### config.mk
export PLATFORM = sky130hd
export DESIGN_NAME = fetch_sequencer
export DESIGN_NICKNAME = d
export VERILOG_FILES = /design/src/rtl/fetch_sequencer.sv
export SDC_FILE = /design/constraint.sdc
export NUM_CORES = 1
export LEC_CHECK = 0
export BUFFER_PORTS_ARGS = -buffer_cell sky130_fd_sc_hd__buf_4
export CORE_AREA = 2 2 141 143
export CTS_BUF_LIST = sky130_fd_sc_hd__clkbuf_16
export DETAILED_ROUTE_END_ITERATION = 7
export DIE_AREA = 0 0 143 145
export PLACE_DENSITY = 0.76
export SYNTH_ARGS = -nofsm -noshare
export SYNTH_HDL_FRONTEND = slang
export SYNTH_SLANG_ARGS = --single-unit
### constraint.sdc
create_clock -name i_clock -period 1.3 [get_ports i_clock]
set_input_delay 0.065 -clock i_clock [delete_from_list [all_inputs] [get_ports i_clock]]
set_output_delay 0.065 -clock i_clock [all_outputs]
set_load 0.05 [all_outputs]
### src/rtl/fetch_sequencer.sv
// Instruction fetch sequencer: walks the PC over the instruction bus, holds one fetched
// instruction for decode, and handles redirects from execute through a shared branch ALU.
module fetch_sequencer #(
    parameter logic [31:0] RESET_PC = 32'h0000_0000
) (
    input  logic        i_clock,
    input  logic        i_reset,
    input  logic        i_stall,
    input  logic        i_redirect,
    input  logic        i_redirectJalr,
    input  logic [31:0] i_redirectPc,
    input  logic [31:0] i_redirectImm,
    input  logic [31:0] i_redirectReg,
    output logic [1:0]  o_aluOp,
    output logic [31:0] o_aluPc,
    output logic [31:0] o_aluImm,
    output logic [31:0] o_aluReg,
    input  logic [31:0] i_aluResult,
    output logic [31:0] o_ibusAddr,
    output logic        o_ibusRd,
    input  logic        i_ibusAck,
    input  logic [31:0] i_ibusData,
    output logic [31:0] o_inst,
    output logic [31:0] o_instPc,
    output logic        o_instValid
);

    typedef enum logic [1:0] {StStart, StFetch, StHold, StDrain} state_e;

    state_e      state_q, state_d;
    logic [31:0] pc_q, pc_d;
    logic [31:0] drain_addr_q, drain_addr_d;
    logic [31:0] inst_q, inst_d;
    logic [31:0] inst_pc_q, inst_pc_d;
    logic        inst_valid_q, inst_valid_d;
    logic        slot_free;
    logic [31:0] redirect_target;

    always_ff @(posedge i_clock) begin
        if (i_reset) begin
            state_q      <= StStart;
            pc_q         <= RESET_PC;
            drain_addr_q <= 32'h0;
            inst_q       <= 32'h0;
            inst_pc_q    <= 32'h0;
            inst_valid_q <= 1'b0;
        end else begin
            state_q      <= state_d;
            pc_q         <= pc_d;
            drain_addr_q <= drain_addr_d;
            inst_q       <= inst_d;
            inst_pc_q    <= inst_pc_d;
            inst_valid_q <= inst_valid_d;
        end
    end

    always_comb begin
        if (i_redirect) begin
            o_aluOp  = {i_redirectJalr, 1'b1};
            o_aluPc  = i_redirectPc;
            o_aluImm = i_redirectImm;
            o_aluReg = i_redirectReg;
        end else begin
            o_aluOp  = 2'b00;
            o_aluPc  = pc_q;
            o_aluImm = 32'h0;
            o_aluReg = 32'h0;
        end
    end

    assign redirect_target = i_redirectJalr ? {i_aluResult[31:1], 1'b0} : i_aluResult;
    assign slot_free       = !inst_valid_q || !i_stall;

    always_comb begin
        o_ibusRd   = 1'b0;
        o_ibusAddr = pc_q;
        unique case (state_q)
            StStart: ;
            StFetch: o_ibusRd = slot_free;
            StHold:  ;
            // The abandoned request must stay on the bus until it completes.
            StDrain: begin
                o_ibusRd   = 1'b1;
                o_ibusAddr = drain_addr_q;
            end
        endcase
    end

    always_comb begin
        state_d      = state_q;
        pc_d         = pc_q;
        drain_addr_d = drain_addr_q;
        inst_d       = inst_q;
        inst_pc_d    = inst_pc_q;
        // Decode consumes the held instruction whenever it is not stalling.
        inst_valid_d = inst_valid_q && i_stall;

        unique case (state_q)
            StStart: state_d = StFetch;
            StFetch: begin
                if (!o_ibusRd) begin
                    state_d = StHold;
                end else if (i_ibusAck && !i_redirect) begin
                    inst_d       = i_ibusData;
                    inst_pc_d    = pc_q;
                    inst_valid_d = 1'b1;
                    pc_d         = i_aluResult;
                end
            end
            StHold: begin
                if (!i_stall) state_d = StFetch;
            end
            StDrain: begin
                if (i_ibusAck) state_d = StFetch;
            end
        endcase

        if (i_redirect) begin
            pc_d         = redirect_target;
            inst_valid_d = 1'b0;
            if (state_q != StDrain) begin
                if (o_ibusRd && !i_ibusAck) begin
                    state_d      = StDrain;
                    drain_addr_d = pc_q;
                end else begin
                    state_d = StFetch;
                end
            end
        end
    end

    assign o_inst      = inst_q;
    assign o_instPc    = inst_pc_q;
    assign o_instValid = inst_valid_q;

endmodule

==> impl_metrics.csv <==
group,metric,value,unit
run_status,status,"finished, violations left",
run_status,violations,"setup timing",
yosys,synth_top_area_share,40.2,%
worst_hold_path,min_path_cells,2,
worst_hold_path,holdCritPathClass,"input port to flip-flop",
timing,grt_setup_unrepaired,"yes",
yosys,synthFlopType,"dfxtp_1",
critical_path,cp_max_fo,8,
timing,fin_ws,-337,ps
cts,cts_tree,"done",
grt,grt-ovfl-total,0,
yosys,synth-seq-cells,131,
critical_path,reg2reg_from,"state_q[0]$_SDFF_PP0_",
yosys,synth_commonest_cells,"131 x dfxtp_1, 97 x a21oi_1, 96 x nand3_1",
yosys,syn_area,6530,um^2
critical_path,critPathMaxStageDelay,370,ps
yosys,synthCells,744,
critical_path,crit_top_cell,"buf_6",
cts,clock-sinks,131,
yosys,yosysMostFrequentCell,"dfxtp_1",
grt,grt_pass1_vias,7290,
floorplanning,core,19200,um^2
drt,drc,0,
critical_path,end_kind,"flip-flop",
cts,cts_buffer_depth,2,
yosys,synth_area_leaders,"dfxtp_1 40%, mux2_2 11%, a21oi_1 7.4%, nand3_1 7.4%, and2_1 6.2%",
drt,ant_nets,0,
flow_run,drv_cap,0,
timing,tightest_slew,490,ps
pwr,power,13.1,mW
timing,min_period,1640,ps
yosys,ys_types,31,
cells_and_area,drive_gt1_share,59.1,%
yosys,ys_async_sr_fraction,0,%
placement,place.gp.congestion,0.806,
yosys,syn_nets,910,
timing,min_period_over_period,126,%
cts,root_buffer,"clkbuf_16",
grt,grt_pass1_wl,40.2,mm
cells_and_area,area_growth,98.2,%
pwr,powerDensity,1010,nW/um^2
critical_path,path_class,"flip-flop to flip-flop",
floorplanning,boundaryPins,362,
drt,viasPerCell,5.17,
floorplanning,rows,51,
timing,slew_viol_final,0,
critical_path,crit_chain,"buf_4, buf_6, buf_6, nor3b_4, buf_6, buf_6, buf_6, nand3_1, a21oi_1",
cts,clk_latency,420,ps
pwr,p_leak,5.50,nW
floorplanning,die-width,143,um
yosys,yosysSeqAreaShare,40.2,%
yosys,synth_warnings,0,
placement,place_area,9590,um^2
timing,setup_viol,163,
critical_path,r2r_cells,9,
timing,finalHoldViolations,0,
pwr,ir_drop,0.918,mV
drt,first_pass_iters,5,
placement,portBuffers,361,
timing,maxSlewHeadroom,67.4,%
timing,fmax,0.611,GHz
drt,num_vias,7650,
critical_path,crit_path_start_kind,"flip-flop",
timing,finalSetupTns,-42530,ps
timing,skew,17.3,ps
grt,grt_max_degree,79,
critical_path,startpoint,"state_q[0]$_SDFF_PP0_",
worst_hold_path,min_from,"i_reset",
cells_and_area,nets,1369,
placement,dp_hpwl,16.8,mm
drt,wire_per_inst,20.0,um
cts,cts_made_buffers,17,
grt,grt_usage,24.9,%
cts,htreeDepth,4,
drt,drt_iter0_markers,394,
critical_path,arrival,1980,ps
yosys,synth_edf_count,0,
drt,totalWireLength,29.6,mm
floorplanning,dieHeight,145,um
critical_path,worstPathRequired,1640,ps
yosys,syn_area_per_cell,8.78,um^2
floorplanning,initial_core_util,34.0,%
grt,antenna_found_initial,0,
cells_and_area,final_cell_area,12900,um^2
yosys,yosys.area.top_type,"dfxtp_1",
cts,clk_transition_reported_paths,60,ps
critical_path,cp_slowest_cell,"dfxtp_4",
cells_and_area,diodes,0,
floorplanning,dieArea,20700,um^2
placement,post-place-ws,-135,ps
power breakdown:
part / internal [mW] / switching (mW) / leakage (nW)
Clock: 2.76 / 1.79 / 0.273
Combinational: 1.84 / 2.33 / 4.15
Sequential: 4.16 / 0.184 / 1.08
Total: 8.77 / 4.30 / 5.50
path summary, 6_finish.rpt:
kind                                                      end  slack, ps
worst min register to register        o_inst[13]$_SDFFE_PP0P_        460
worst max register to register  drain_addr_q[10]$_SDFFE_PP0P_       -340
worst min-delay path            drain_addr_q[13]$_SDFFE_PP0P_         20
worst max-delay path            drain_addr_q[10]$_SDFFE_PP0P_       -340
cell families after synthesis:
family / share of synthesized area [%]
and+or+nand+nor: 21.0
DFF: 40.2
AOI/OAI and AO/OA: 16.3
buffers and inverters: 6.65
muxes: 15.9
final cells by class:
cell class                 count  area, um^2
multi-input combinational    539        4330
tap                          265         332
sequential                   131        2710
fill                        1407        6260
timing repair buffer         514        5020
clock buffer                  17         425
clock inverter                14         125
sequential cells by signal, summed over array words and instances (netlist names):
| name | count |
|---|---|
| o_instValid | 1 |
| drain_addr_q | 32 |
| o_inst | 32 |
| o_instPc | 32 |
| state_q | 2 |
| pc_q | 32 |
metrics by stage:
stage | hold slack (ps) | utilization [%] | std cells
after floorplan | 213 | - | 744
after global placement | 327 | 49.9 | 1328
after detailed placement | 334 | 49.9 | 1328
after CTS | 7.09 | 62.0 | 1458
after global routing | 17.7 | 67.4 | 1480
final | 20.0 | 67.4 | 1480
per-layer routing:
layer / up-vias / track usage [%] / wire (um)
li1: 3553 / - / -
met1: 3661 / 29.2 / 11500
met2: 360 / 42.8 / 14900
met3: 76 / 5.91 / 1980
met4: 0 / 11.1 / 1220
met5: - / 0 / 0
what timing repair did:
action / CTS / global route
resized for setup: 242 / 227
pin swaps: 5 / 146
endpoints found under the setup margin: 188 / 194
setup buffers: 18 / 23
hold endpoints to repair: 64 / 0
cloned: 17 / 7
hold buffers: 64 / 0
cells in the final DEF (no fill, tap or decap), types with 19 or more instances in the layout:
cell type        n
mux2_2          30
mux2_4          34
a21oi_1         65
buf_6           50
nand2b_1        63
dfxtp_1         96
dfxtp_2         19
buf_8           38
mux2i_1         31
a21oi_2         32
nand3_1         80
clkbuf_16       23
and2_1          65
o21ai_2         67
buf_4          328
dlygate4sd3_1   64
critical path, delay by kind of cell, from the launching register on:
kind	cells	cell delay, ps
flops	1	370
simple gates	2	320
compound gates	1	150
buf+inv	6	690
Power figures use the tool's default switching activity.
